`src/rtl/div_issue_pkg.sv`:
```
// Shared types for the divider issue stage and the divider itself.
//   div_in_type   : request bundle driven into div {rdata1, rdata2, div_op, enable}
//   div_out_type  : response bundle from div {result, ready}
//   issue_state_t : issue FSM states
//   fifo_entry_t  : operands and op buffered per request (tag carried alongside)
// div_op / op encoding is one-hot {remu, rem, divu, divs}; all-zero means "no op".
package div_issue_pkg;

    typedef struct packed {
        logic [31:0] rdata1;
        logic [31:0] rdata2;
        logic [3:0]  div_op;
        logic        enable;
    } div_in_type;

    typedef struct packed {
        logic [31:0] result;
        logic        ready;
    } div_out_type;

    typedef enum logic [2:0] {
        IDLE  = 3'd0,
        ISSUE = 3'd1,
        WAIT  = 3'd2,
        RESP  = 3'd3,
        DRAIN = 3'd4
    } issue_state_t;

    typedef struct packed {
        logic [31:0] rdata1;
        logic [31:0] rdata2;
        logic [3:0]  op;
    } fifo_entry_t;

    localparam int unsigned ENTRY_W = $bits(fifo_entry_t);

    localparam div_in_type DIV_IN_RESET = '{rdata1: 32'h0, rdata2: 32'h0,
                                            div_op: 4'h0, enable: 1'b0};

    localparam fifo_entry_t ENTRY_RESET = '{rdata1: 32'h0, rdata2: 32'h0, op: 4'h0};

endpackage

```
`src/rtl/div_issue_fifo.sv`:
```
// Small request FIFO for the divider issue stage.
//   clock, reset : clock and synchronous active-high reset
//   clear        : synchronous clear; wins over a coinciding push or pop
//   push, wdata  : write one entry (ignored when full)
//   pop          : drop the head entry (ignored when empty)
//   rdata        : head entry (valid when !empty)
//   full, empty  : occupancy flags decoded from the entry count
// DEPTH must be a power of two so the pointers wrap naturally.
module div_issue_fifo
    import div_issue_pkg::*;
#(
    parameter int unsigned DEPTH = 2,
    parameter int unsigned WIDTH = ENTRY_W
) (
    input  logic             clock,
    input  logic             reset,
    input  logic             clear,
    input  logic             push,
    input  logic [WIDTH-1:0] wdata,
    input  logic             pop,
    output logic [WIDTH-1:0] rdata,
    output logic             full,
    output logic             empty
);

    localparam int unsigned PTRW = (DEPTH > 1) ? $clog2(DEPTH) : 1;

    logic [WIDTH-1:0] mem_r [DEPTH];
    logic [PTRW-1:0]  wr_ptr_r;
    logic [PTRW-1:0]  rd_ptr_r;
    logic [PTRW:0]    count_r;
    logic             do_push_s;
    logic             do_pop_s;

    assign full      = (count_r == (PTRW+1)'(DEPTH));
    assign empty     = (count_r == (PTRW+1)'(0));
    assign do_push_s = push & ~full;
    assign do_pop_s  = pop & ~empty;
    assign rdata     = mem_r[rd_ptr_r];

    // Entry storage: data only, no reset needed.
    always_ff @(posedge clock) begin
        if (do_push_s) begin
            mem_r[wr_ptr_r] <= wdata;
        end
    end

    // Pointers and count; clear drops everything including a same-cycle push.
    always_ff @(posedge clock) begin
        if (reset || clear) begin
            wr_ptr_r <= {PTRW{1'b0}};
            rd_ptr_r <= {PTRW{1'b0}};
            count_r  <= {(PTRW+1){1'b0}};
        end else begin
            if (do_push_s) begin
                wr_ptr_r <= wr_ptr_r + PTRW'(1);
            end
            if (do_pop_s) begin
                rd_ptr_r <= rd_ptr_r + PTRW'(1);
            end
            case ({do_push_s, do_pop_s})
                2'b10:   count_r <= count_r + (PTRW+1)'(1);
                2'b01:   count_r <= count_r - (PTRW+1)'(1);
                default: count_r <= count_r;
            endcase
        end
    end

endmodule

```
`src/rtl/div_issue.sv`:
```
// Issue/sequencing stage in front of the iterative divider.
// Buffers execute-stage divide/remainder requests, launches them one at a time
// into div, captures div's one-cycle ready pulse and returns the result with
// its tag on a valid/ready response channel. flush discards queued requests and
// squashes an in-flight result (a running div is drained before reuse).
// Ports:
//   clock, reset            : clock, synchronous active-high reset
//   req_valid/req_ready     : request handshake (req_ready = FIFO not full)
//   req_rdata1/2, req_op    : dividend, divisor, one-hot {remu,rem,divu,divs}
//   req_tag                 : destination tag
//   rsp_valid/rsp_ready     : response handshake
//   rsp_result, rsp_tag     : returned value and its tag
//   flush                   : discard buffered and in-flight work
//   busy                    : FIFO non-empty or FSM not IDLE
//   div_in / div_out        : divider request / response bundles
// Optional build macro DIV_MEMO_EN: one-entry memo of the last completed
// operation; an exact repeat is answered without launching div.
module div_issue
    import div_issue_pkg::*;
#(
    parameter int unsigned DEPTH = 2,
    parameter int unsigned TAGW  = 5
) (
    input  logic            clock,
    input  logic            reset,
    input  logic            req_valid,
    output logic            req_ready,
    input  logic [31:0]     req_rdata1,
    input  logic [31:0]     req_rdata2,
    input  logic [3:0]      req_op,
    input  logic [TAGW-1:0] req_tag,
    output logic            rsp_valid,
    input  logic            rsp_ready,
    output logic [31:0]     rsp_result,
    output logic [TAGW-1:0] rsp_tag,
    input  logic            flush,
    output logic            busy,
    output div_in_type      div_in,
    input  div_out_type     div_out
);

    localparam int unsigned FIFO_W = ENTRY_W + TAGW;

    issue_state_t      state_r, state_s;
    fifo_entry_t       op_r, op_s;
    logic [TAGW-1:0]   tag_r, tag_s;
    logic [31:0]       result_r, result_s;
    logic              squash_r, squash_s;
    logic              rsp_valid_r, rsp_valid_s;
    div_in_type        div_in_r, div_in_s;

    logic [FIFO_W-1:0] fifo_wdata_s;
    logic [FIFO_W-1:0] fifo_rdata_s;
    logic              fifo_full_s;
    logic              fifo_empty_s;
    logic              pop_s;
    fifo_entry_t       head_entry_s;
    logic [TAGW-1:0]   head_tag_s;
    logic              memo_hit_s;
    logic [31:0]       memo_hit_result_s;

    assign fifo_wdata_s               = {req_rdata1, req_rdata2, req_op, req_tag};
    assign {head_entry_s, head_tag_s} = fifo_rdata_s;

    div_issue_fifo #(
        .DEPTH (DEPTH),
        .WIDTH (FIFO_W)
    ) u_fifo (
        .clock (clock),
        .reset (reset),
        .clear (flush),
        .push  (req_valid & req_ready),
        .wdata (fifo_wdata_s),
        .pop   (pop_s),
        .rdata (fifo_rdata_s),
        .full  (fifo_full_s),
        .empty (fifo_empty_s)
    );

`ifdef DIV_MEMO_EN
    logic        memo_valid_r;
    fifo_entry_t memo_key_r;
    logic [31:0] memo_result_r;
    logic        memo_we_s;

    assign memo_hit_s        = memo_valid_r && (memo_key_r == head_entry_s);
    assign memo_hit_result_s = memo_result_r;
    // Only results actually delivered (not squashed) may refresh the memo.
    assign memo_we_s         = (state_r == WAIT) && div_out.ready && !flush;

    // Memo of the last completed div operation; only reset invalidates it.
    always_ff @(posedge clock) begin
        if (reset) begin
            memo_valid_r  <= 1'b0;
            memo_key_r    <= ENTRY_RESET;
            memo_result_r <= 32'h0;
        end else if (memo_we_s) begin
            memo_valid_r  <= 1'b1;
            memo_key_r    <= op_r;
            memo_result_r <= div_out.result;
        end
    end
`else
    assign memo_hit_s        = 1'b0;
    assign memo_hit_result_s = 32'h0;
`endif

    // Next-state and next-output logic for the issue FSM.
    always_comb begin
        state_s         = state_r;
        op_s            = op_r;
        tag_s           = tag_r;
        result_s        = result_r;
        squash_s        = squash_r;
        rsp_valid_s     = 1'b0;
        pop_s           = 1'b0;
        div_in_s        = div_in_r;
        div_in_s.enable = 1'b0;
        case (state_r)
            IDLE: begin
                if (!fifo_empty_s) begin
                    pop_s = 1'b1;
                    op_s  = head_entry_s;
                    tag_s = head_tag_s;
                    if ((head_entry_s.op == 4'h0) || memo_hit_s) begin
                        // Answered locally; a coinciding flush just drops it.
                        result_s = (head_entry_s.op == 4'h0) ? 32'h0 : memo_hit_result_s;
                        if (flush) begin
                            state_s = IDLE;
                        end else begin
                            state_s     = RESP;
                            rsp_valid_s = 1'b1;
                        end
                    end else begin
                        // The launch is already committed; a flush now only
                        // marks it for squashing after ISSUE.
                        state_s  = ISSUE;
                        squash_s = flush;
                        div_in_s = '{rdata1: head_entry_s.rdata1,
                                     rdata2: head_entry_s.rdata2,
                                     div_op: head_entry_s.op,
                                     enable: 1'b1};
                    end
                end else begin
                    state_s = IDLE;
                end
            end
            ISSUE: begin
                if (flush || squash_r) begin
                    state_s = DRAIN;
                end else begin
                    state_s = WAIT;
                end
            end
            WAIT: begin
                if (div_out.ready) begin
                    // Ready and flush together: result is discarded, div idle.
                    if (flush) begin
                        state_s = IDLE;
                    end else begin
                        result_s    = div_out.result;
                        state_s     = RESP;
                        rsp_valid_s = 1'b1;
                    end
                end else if (flush) begin
                    state_s = DRAIN;
                end else begin
                    state_s = WAIT;
                end
            end
            RESP: begin
                if (rsp_ready || flush) begin
                    state_s = IDLE;
                end else begin
                    state_s     = RESP;
                    rsp_valid_s = 1'b1;
                end
            end
            DRAIN: begin
                if (div_out.ready) begin
                    state_s = IDLE;
                end else begin
                    state_s = DRAIN;
                end
            end
            default: begin
                state_s = IDLE;
            end
        endcase
    end

    // FSM state, operation/result holding registers and registered outputs.
    always_ff @(posedge clock) begin
        if (reset) begin
            state_r     <= IDLE;
            op_r        <= ENTRY_RESET;
            tag_r       <= {TAGW{1'b0}};
            result_r    <= 32'h0;
            squash_r    <= 1'b0;
            rsp_valid_r <= 1'b0;
            div_in_r    <= DIV_IN_RESET;
        end else begin
            state_r     <= state_s;
            op_r        <= op_s;
            tag_r       <= tag_s;
            result_r    <= result_s;
            squash_r    <= squash_s;
            rsp_valid_r <= rsp_valid_s;
            div_in_r    <= div_in_s;
        end
    end

    assign req_ready  = ~fifo_full_s;
    assign busy       = (state_r != IDLE) || !fifo_empty_s;
    assign rsp_valid  = rsp_valid_r;
    assign rsp_result = result_r;
    assign rsp_tag    = tag_r;
    assign div_in     = div_in_r;

endmodule
```
`config.mk`:
```
export PLATFORM = sky130hd
export DESIGN_NAME = div_issue
export DESIGN_NICKNAME = d
export VERILOG_FILES = /design/src/rtl/div_issue_pkg.sv /design/src/rtl/div_issue_fifo.sv /design/src/rtl/div_issue.sv
export SDC_FILE = /design/constraint.sdc
export NUM_CORES = 1
export LEC_CHECK = 0
export CORE_ASPECT_RATIO = 0.75
export CORE_UTILIZATION = 40
export DETAILED_ROUTE_END_ITERATION = 8
export GPL_ROUTABILITY_DRIVEN = 0
export PLACE_DENSITY = 0.76
export SYNTH_ARGS = -nofsm -noshare
export SYNTH_HDL_FRONTEND = slang
export SYNTH_SLANG_ARGS = --single-unit
```
`constraint.sdc`:
```
create_clock -name clock -period 8.7 [get_ports clock]
set_clock_uncertainty 0.05 [all_clocks]
set_input_delay 2.175 -clock clock [delete_from_list [all_inputs] [get_ports clock]]
set_output_delay 2.175 -clock clock [all_outputs]
set_load 0.01 [all_outputs]
```
==> results.sh, run 1 <==
export IMPL_cts_sinks=262
export IMPL_start_kind="primary input"
export IMPL_synthDistinctLibCells=44
export IMPL_cts_tree="done"
export IMPL_synth_edf_count=146
export IMPL_drc=0
export IMPL_clkTransAtPathRegs_ps=60
export IMPL_fin_setup_tns_ps=0
export IMPL_ctsHtreeMaxLevel=1
export IMPL_max_vdd_ir_drop_mv=0.1118
export IMPL_grt_usage_pct=17.07
export IMPL_grt_max_degree=85
export IMPL_syn_area_um2=9351
export IMPL_min_to="rsp_result[29]"
export IMPL_avgSynthCellArea_um2=14.91
export IMPL_rr_endpoint="u_fifo.count_r[1]"
export IMPL_synth_cells=627
export IMPL_die_w_um=178.6
export IMPL_hold_violations=0
export IMPL_post_place_cells=1099
export IMPL_worstSetupPathType="in -> reg"
export IMPL_hp_class="reg -> reg"
export IMPL_hpwlAfterDp_mm=12.36
export IMPL_overflow=0
export IMPL_postCtsSetupBuffers=0
export IMPL_grt_pass1_wl_mm=32.23
export IMPL_outcome="finished clean"
export IMPL_required_ps=8800
export IMPL_multi_input_area_um2=2400
export IMPL_ys_warn_count=0
export IMPL_drive_above_1_share_pct=7.910
export IMPL_syn_to_final_growth_pct=34.37
export IMPL_via_count=6001
export IMPL_fin_cells=1147
export IMPL_postCtsHoldBufs=0
export IMPL_synth_main_ff_cell="edfxtp_1"
export IMPL_worstHoldStart="rsp_result[29]"
export IMPL_antenna_found_initial=1
export IMPL_p_leak_uw=0.004039
export IMPL_clockRootBuffer="clkbuf_16"
export IMPL_worstSetupEndpointType="flip-flop"
export IMPL_wl_mm=20.82
export IMPL_numCtsBuffers=26
export IMPL_max_freq_mhz=236.6
export IMPL_hold_depth=1
export IMPL_p_per_area_nw_per_um2=234.0
export IMPL_fp_row_count=48
export IMPL_initial_core_util_pct=40.76
export IMPL_grt_pass1_vias=5889
export IMPL_n_antenna_cell=0
export IMPL_worst_pin_slew_ps=1117
export IMPL_reg2regPathDepth=7
export IMPL_rsz0062_at_grt="no"
export IMPL_cts_repair_resized=0
export IMPL_crit_arrival_ps=4320
export IMPL_finish_utilization_pct=54.77
export IMPL_port_buffers=219
export IMPL_dieArea_um2=24000
export IMPL_fin_crit_sh_pct=48.58
export IMPL_fill_cells=1863
export IMPL_seq_area_um2=6710
export IMPL_clockBufferDepth=3
export IMPL_synth_seq_cells=262
export IMPL_period_needed_ps=4226
export IMPL_async_reset_ff_share_pct=0
export IMPL_ant_nets=0
export IMPL_r2r_slack_ps=5960
export IMPL_drt_first_iter_violations=300
export IMPL_coreArea_um2=22940
export IMPL_io_pins=220
export IMPL_die_h_um=134.4
export IMPL_setup_viol=0
export IMPL_layout_nets=939
export IMPL_relSlewSlack_pct=25.55
export IMPL_synth_nets=739
export IMPL_clk_latency_ps=510
export IMPL_drt_first_pass_iters=4
export IMPL_finalMaxSlewViolations=0
export IMPL_rr_startpoint="state_r[1]"
export IMPL_ys_seq_area_share_pct=71.72
export IMPL_detail_route_wl_per_cell_um=18.15
export IMPL_cp_max_fo=38
export IMPL_vias_per_cell=5.232
export IMPL_maxCapViolCount=0
==> layout by cell type (no fill, tap or decap), types with 4 or more instances in the layout <==
cell and instances:
clkinv_2 5, a32o_1 32, clkdlybuf4s50_1 218, edfxtp_1 146, a21oi_1 70, nand2_1 6, mux2i_1 73, nor2_1 15
dfxtp_1 115, buf_4 8, clkbuf_8 4, clkbuf_1 8, clkbuf_16 27, a211oi_1 63, nand2b_1 4, a211oi_2 10
==> synthesized netlist by cell type, types with 3 or more instances <==
cell / count / area [µm²]
a211oi_1: 63 / 473.0
a211oi_2: 10 / 125.1
a21oi_1: 70 / 350.3
a32o_1: 32 / 320.3
buf_1: 4 / 15.01
buf_2: 19 / 95.09
buf_6: 5 / 56.30
clkbuf_1: 25 / 93.84
dfxtp_1: 116 / 2322
edfxtp_1: 146 / 4384
mux2i_1: 73 / 730.7
nand2_1: 6 / 22.52
nand2b_1: 4 / 25.02
nor2_1: 16 / 60.06
nor3_1: 3 / 15.01
==> routing by layer <==
layer | global-route usage (%) | vias to the layer above | wire (µm)
li1 | - | 2845 | -
met1 | 23.16 | 2933 | 9392
met2 | 27.91 | 196 | 9715
met3 | 4.053 | 25 | 1437
met4 | 3.390 | 2 | 261
met5 | 0 | - | 11
==> worst max-delay path, stage by stage <==
cell,delay [ps]
clkdlybuf4s50_1,510
nand2_1,150
nor2_4,830
buf_4,590
==> registers in the layout, indices dropped and copies added (netlist names), 2 cells and up, named ones only <==
signal,cells
rsp_tag,5
state_r,3
u_fifo.mem_r,146
u_fifo.count_r,2
div_in,69
rsp_result,32
==> worst max path at each step <==
stage                          endpoint  depth (start not counted)      start
floorplan            u_fifo.mem_r[0][0]                          2  req_valid
global placement    u_fifo.mem_r[0][24]                          4  req_valid
detailed placement  u_fifo.mem_r[0][28]                          4  req_valid
CTS                 u_fifo.mem_r[0][24]                          4  req_valid
global route        u_fifo.mem_r[0][24]                          4  req_valid
finish              u_fifo.mem_r[0][59]                          4  req_valid
==> where the power goes <==
group,switching (µW),internal (µW)
logic,204,212
registers,49.4,1400
clock network,435,636
total,688,2250
==> per-stage QoR <==
stage | setup slack (ps) | hold slack, ps | total power, µW | cell area [µm²]
after floorplan | 2829 | 410.1 | 1682 | 9351
after global placement | 3945 | 424.7 | 1888 | 11740
after detailed placement | 3925 | 436.4 | 1896 | 11740
after CTS | 4462 | 450.6 | 2975 | 12570
after global routing | 4338 | 460.1 | 3072 | 12570
final | 4474 | 444.1 | 2940 | 12570
==> layout make-up <==
type                            instances  share of cell area (%)
Multi-Input combinational cell        309                   19.10
Timing Repair Buffer                  226                   17.84
Clock buffer                           40                   6.114
Clock inverter                          8                  0.4979
Tap cell                              300                   2.987
Inverter                                2                 0.05974
Sequential cell                       262                   53.40
==> kinds of logic after synthesis <==
family,Yosys count,synth area share [%]
fa+ha+maj,1,0.1338
compound gates,189,14.66
buf+inv,56,2.943
xor+xnor,4,0.3747
simple gates,42,2.355
flops,262,71.72
mux,73,7.814
Power figures use the tool's default switching activity.
==> run 2, diff against run 1 <==
--- a/config.mk
+++ b/config.mk
@@ -9,7 +9,7 @@
 export CORE_UTILIZATION = 40
 export DETAILED_ROUTE_END_ITERATION = 8
 export GPL_ROUTABILITY_DRIVEN = 0
-export PLACE_DENSITY = 0.76
+export PLACE_DENSITY = 0.79
 export SYNTH_ARGS = -nofsm -noshare
 export SYNTH_HDL_FRONTEND = slang
 export SYNTH_SLANG_ARGS = --single-unit
==> constraint.sdc (replaced) <==
create_clock -name clock -period 3.56 [get_ports clock]
set_clock_uncertainty 0.05 [all_clocks]
set_input_delay 0.89 -clock clock [delete_from_list [all_inputs] [get_ports clock]]
set_output_delay 0.89 -clock clock [all_outputs]
set_load 0.01 [all_outputs]
==> results.sh, run 2 (synthesis results as in run 1) <==
export IMPL_largest_register_ffs=146
export IMPL_postCtsHoldBufs=0
export IMPL_hold_violations=0
export IMPL_ctsHtreeMaxLevel=1
export IMPL_required_ps=2620
export IMPL_die_w_um=178.6
export IMPL_drt_first_iter_violations=348
export IMPL_grt_max_degree=68
export IMPL_pre_cts_slack_ps=711.4
export IMPL_fp_row_count=48
export IMPL_outcome="finished clean"
export IMPL_drt_first_pass_iters=5
export IMPL_antenna_found_initial=2
export IMPL_cp_slowest_cell="clkdlybuf4s50_1"
export IMPL_p_leak_uw=0.004045
export IMPL_syn_to_final_growth_pct=34.69
export IMPL_hp_class="reg -> reg"
export IMPL_vias_per_cell=5.210
export IMPL_clkTransAtPathRegs_ps=60
export IMPL_io_pins=220
export IMPL_fin_crit_sh_pct=75.83
export IMPL_clockRootBuffer="clkbuf_16"
export IMPL_coreArea_um2=22940
export IMPL_clk_latency_ps=520
export IMPL_cts_tree="done"
export IMPL_wl_mm=21.11
export IMPL_cts_repair_resized=0
export IMPL_n_antenna_cell=0
export IMPL_fin_setup_tns_ps=0
export IMPL_start_kind="flip-flop"
export IMPL_crit_arrival_ps=1760
export IMPL_finalMaxSlewViolations=0
export IMPL_dieArea_um2=24000
export IMPL_overflow=0
export IMPL_setup_viol=0
export IMPL_die_h_um=134.4
export IMPL_rsz0062_at_grt="no"
export IMPL_max_vdd_ir_drop_mv=0.3310
export IMPL_drc=0
export IMPL_largest_register="u_fifo.mem_r"
export IMPL_worst_pin_slew_ps=1034
export IMPL_drive_above_1_share_pct=8.108
export IMPL_layout_nets=943
export IMPL_clockBufferDepth=3
export IMPL_worstSetupEndpointType="output pin"
export IMPL_path_cells="nor3_1 -> nand2_1 -> clkdlybuf4s50_1"
export IMPL_grt_usage_pct=17.16
export IMPL_cts_sinks=262
export IMPL_grt_pass1_vias=5892
export IMPL_port_buffers=219
export IMPL_worstSetupPathType="reg -> out"
export IMPL_period_needed_ps=2699
export IMPL_relSlewSlack_pct=31.04
export IMPL_hpwlAfterDp_mm=13.16
export IMPL_cp_max_fo=8
export IMPL_p_per_area_nw_per_um2=568.3
export IMPL_layout_commonest_cell="clkdlybuf4s50_1"
export IMPL_cpPeakStageDelay_ps=490
export IMPL_layout_common_cells="clkdlybuf4s50_1 (218), edfxtp_1 (146), dfxtp_1 (115), mux2i_1 (73), a21oi_1 (70)"
export IMPL_postCtsSetupBuffers=0
export IMPL_numCtsBuffers=26
export IMPL_initial_core_util_pct=40.76
export IMPL_fill_cells=1854
export IMPL_detail_route_wl_per_cell_um=18.34
export IMPL_final_setup_worst_slack_ps=860.6
export IMPL_grt_pass1_wl_mm=32.02
export IMPL_via_count=5997
export IMPL_ant_nets=0
export IMPL_max_freq_mhz=370.5
export IMPL_maxCapViolCount=0
-- run 2: cell types whose count changed in the layout (fill, tap and decap cells not counted), sizes merged --
| cell | previous run | this run |
|---|---|---|
| clkbuf | 40 | 37 |
| inv | 2 | 3 |
| buf | 8 | 12 |
| clkinv | 7 | 8 |
| clkinvlp | 0 | 1 |
-- run 2: worst paths after layout --
check                                   start  cells past startpoint  slack, ps             to
worst max-delay path               state_r[0]                      3        860           busy
worst min-delay path            rsp_result[6]                      1        440  rsp_result[6]
worst min register to register  rsp_result[6]                      1        440  rsp_result[6]
worst max register to register     state_r[0]                      6        980     div_in[50]
-- run 2: stage by stage --
stage	hold WS [ps]	total power [µW]	util (%)	instances	cell area, µm²
2_1_floorplan	410.1	4107	-	627	9354
3_3_place_gp	426.5	4623	51.39	1103	11790
3_5_place_dp	431.9	4648	51.39	1103	11790
4_1_cts	446.0	7240	54.90	1151	12600
5_1_grt	460.5	7454	54.90	1151	12600
6_report	443.4	7159	54.90	1151	12600
-- run 2: power by group --
group          internal [µW]  switching (µW)  leakage (µW)
clock                   1490            1090      0.000394
combinational            526             500       0.00134
sequential              3430             121       0.00231
-- run 2: layer usage --
metal	wire (µm)	vias up	track usage [%]
met4	313	2	3.672
met2	9842	203	27.95
met3	1543	30	4.280
met1	9400	2899	23.14
li1	-	2863	-
met5	13	-	0
-- run 2: layout make-up --
class                      count  area [µm²]  area share, %
multi-input combinational    309        2400          19.05
timing repair buffer         230        2297          18.24
inverter                       2       7.507        0.05960
sequential                   262        6710          53.27
clock buffer                  37       723.2          5.742
clock inverter                11       82.58         0.6556
tap                          300       375.4          2.980
-- run 2: worst max-delay path: cells and delay by family (launching register included) --
kind	cells	cell delay, ps
flops	1	380
buf+inv	1	490
simple gates	2	380
==> run 3, diff against run 2 <==
==> constraint.sdc (replaced) <==
create_clock -name clock -period 2.31 [get_ports clock]
set_clock_uncertainty 0.05 [all_clocks]
set_input_delay 0.5775 -clock clock [delete_from_list [all_inputs] [get_ports clock]]
set_output_delay 0.5775 -clock clock [all_outputs]
set_load 0.01 [all_outputs]
==> results.sh, run 3 (synthesis results as in run 1) <==
export IMPL_cp_max_fo=8
export IMPL_crit_end="busy"
export IMPL_max_freq_mhz=473.3
export IMPL_r2r_slack_ps=210
export IMPL_period_needed_ps=2113
export IMPL_coreArea_um2=22940
export IMPL_die_h_um=134.4
export IMPL_worstSetupEndpointType="output pin"
export IMPL_largest_register_ffs=146
export IMPL_antenna_found_initial=3
export IMPL_fin_crit_sh_pct=91.47
export IMPL_worst_pin_slew_ps=783.7
export IMPL_n_antenna_cell=0
export IMPL_whs_ps=248.0
export IMPL_crit_start="state_r[0]"
export IMPL_io_pins=220
export IMPL_p_leak_uw=0.004173
export IMPL_maxCapViolCount=0
export IMPL_grt_pass1_wl_mm=32.83
export IMPL_drt_first_pass_iters=5
export IMPL_syn_to_final_growth_pct=37.49
export IMPL_drc=0
export IMPL_fill_cells=1827
export IMPL_hp_class="in -> reg"
export IMPL_layout_nets=950
export IMPL_ant_nets=0
export IMPL_port_buffers=219
export IMPL_start_kind="flip-flop"
export IMPL_via_count=6128
export IMPL_vias_per_cell=5.296
export IMPL_clkTransAtPathRegs_ps=70
export IMPL_clk_latency_ps=510
export IMPL_clockBufferDepth=3
export IMPL_cts_sinks=262
export IMPL_rr_startpoint="u_fifo.mem_r[1][8]"
export IMPL_hold_violations=0
export IMPL_detail_route_wl_per_cell_um=18.22
export IMPL_p_per_area_nw_per_um2=893.9
export IMPL_drive_above_1_share_pct=10.04
export IMPL_crit_arrival_ps=1490
export IMPL_grt_max_degree=74
export IMPL_rr_endpoint="rsp_result[28]"
export IMPL_ctsHtreeMaxLevel=1
export IMPL_layout_common_cells="clkdlybuf4s50_1 (216), edfxtp_1 (146), dfxtp_1 (113), mux2i_1 (73), a21oi_1 (70)"
export IMPL_grt_pass1_vias=6091
export IMPL_rsz0062_at_grt="no"
export IMPL_outcome="finished clean"
export IMPL_wl_mm=21.09
export IMPL_largest_register="u_fifo.mem_r"
export IMPL_max_vdd_ir_drop_mv=0.5580
export IMPL_reg2regPathDepth=4
export IMPL_postCtsHoldBufs=0
export IMPL_clockRootBuffer="clkbuf_16"
export IMPL_layout_commonest_cell="clkdlybuf4s50_1"
export IMPL_numCtsBuffers=25
export IMPL_setup_viol=0
export IMPL_worstSetupPathType="reg -> out"
export IMPL_die_w_um=178.6
export IMPL_grt_usage_pct=17.40
export IMPL_cts_tree="done"
export IMPL_fp_row_count=48
export IMPL_p_total_uw=11490
export IMPL_overflow=0
export IMPL_relSlewSlack_pct=47.75
export IMPL_drt_first_iter_violations=301
export IMPL_initial_core_util_pct=40.76
export IMPL_dieArea_um2=24000
export IMPL_hpwlAfterDp_mm=13.02
export IMPL_finalMaxSlewViolations=0
export IMPL_required_ps=1680
-- run 3: critical path, cell delays in order, from the launching register on --
cell           delay [ps]
dfxtp_1               370
nor3_2                210
nand2_1                80
dlygate4sd2_1         310
-- run 3: worst min path at each step --
stage                        start             end  slack, ps  cells after the start
finish                       reset      state_r[1]        250                      2
global placement    rsp_result[16]  rsp_result[16]        430                      1
detailed placement        squash_r        squash_r        430                      2
floorplan                 squash_r        squash_r        410                      2
CTS                          reset      state_r[1]        220                      2
global route                 reset      state_r[1]        240                      2
-- run 3: layer usage --
| layer | wire (µm) | vias up | global-route usage, % | share of wire (%) |
|---|---|---|---|---|
| met5 | 27 | - | 0 | 0.13 |
| met4 | 364 | 4 | 3.531 | 1.7 |
| met3 | 1791 | 29 | 4.422 | 8.5 |
| met2 | 9735 | 230 | 28.51 | 46 |
| met1 | 9167 | 2982 | 23.34 | 43 |
| li1 | - | 2883 | - | - |
-- run 3: repair_timing --
item | in CTS | in global routing
gates resized for setup | 5 | 0
setup buffers | 0 | 0
endpoints found under the setup margin | 2 | 0
hold endpoints to repair | 0 | 0
-- run 3: final cells by class --
type | count | area, µm² | share of cell area [%]
Multi-Input combinational cell | 309 | 2406 | 18.71
Clock inverter | 14 | 198.9 | 1.547
Timing Repair Buffer | 238 | 2455 | 19.09
Clock buffer | 32 | 701.9 | 5.459
Sequential cell | 262 | 6713 | 52.21
Inverter | 2 | 7.507 | 0.05839
Tap cell | 300 | 375.4 | 2.919
-- run 3: metrics by stage --
stage	setup slack [ps]	setup TNS [ps]	area, µm²	util (%)	std cells
global placement	-74.05	-2257	11950	52.09	1111
CTS	169.6	0	12860	56.04	1157
detailed placement	-99.86	-2611	11950	52.09	1111
global route	103.9	0	12860	56.04	1157
finish	197.0	0	12860	56.04	1157
floorplan	15.20	0	9360	-	627
-- run 3: where the power goes --
| group | switching, µW | internal (µW) | total, µW |
|---|---|---|---|
| Combinational | 793 | 851 | 1640 |
| Sequential | 177 | 5290 | 5460 |
| Clock | 1680 | 2700 | 4390 |
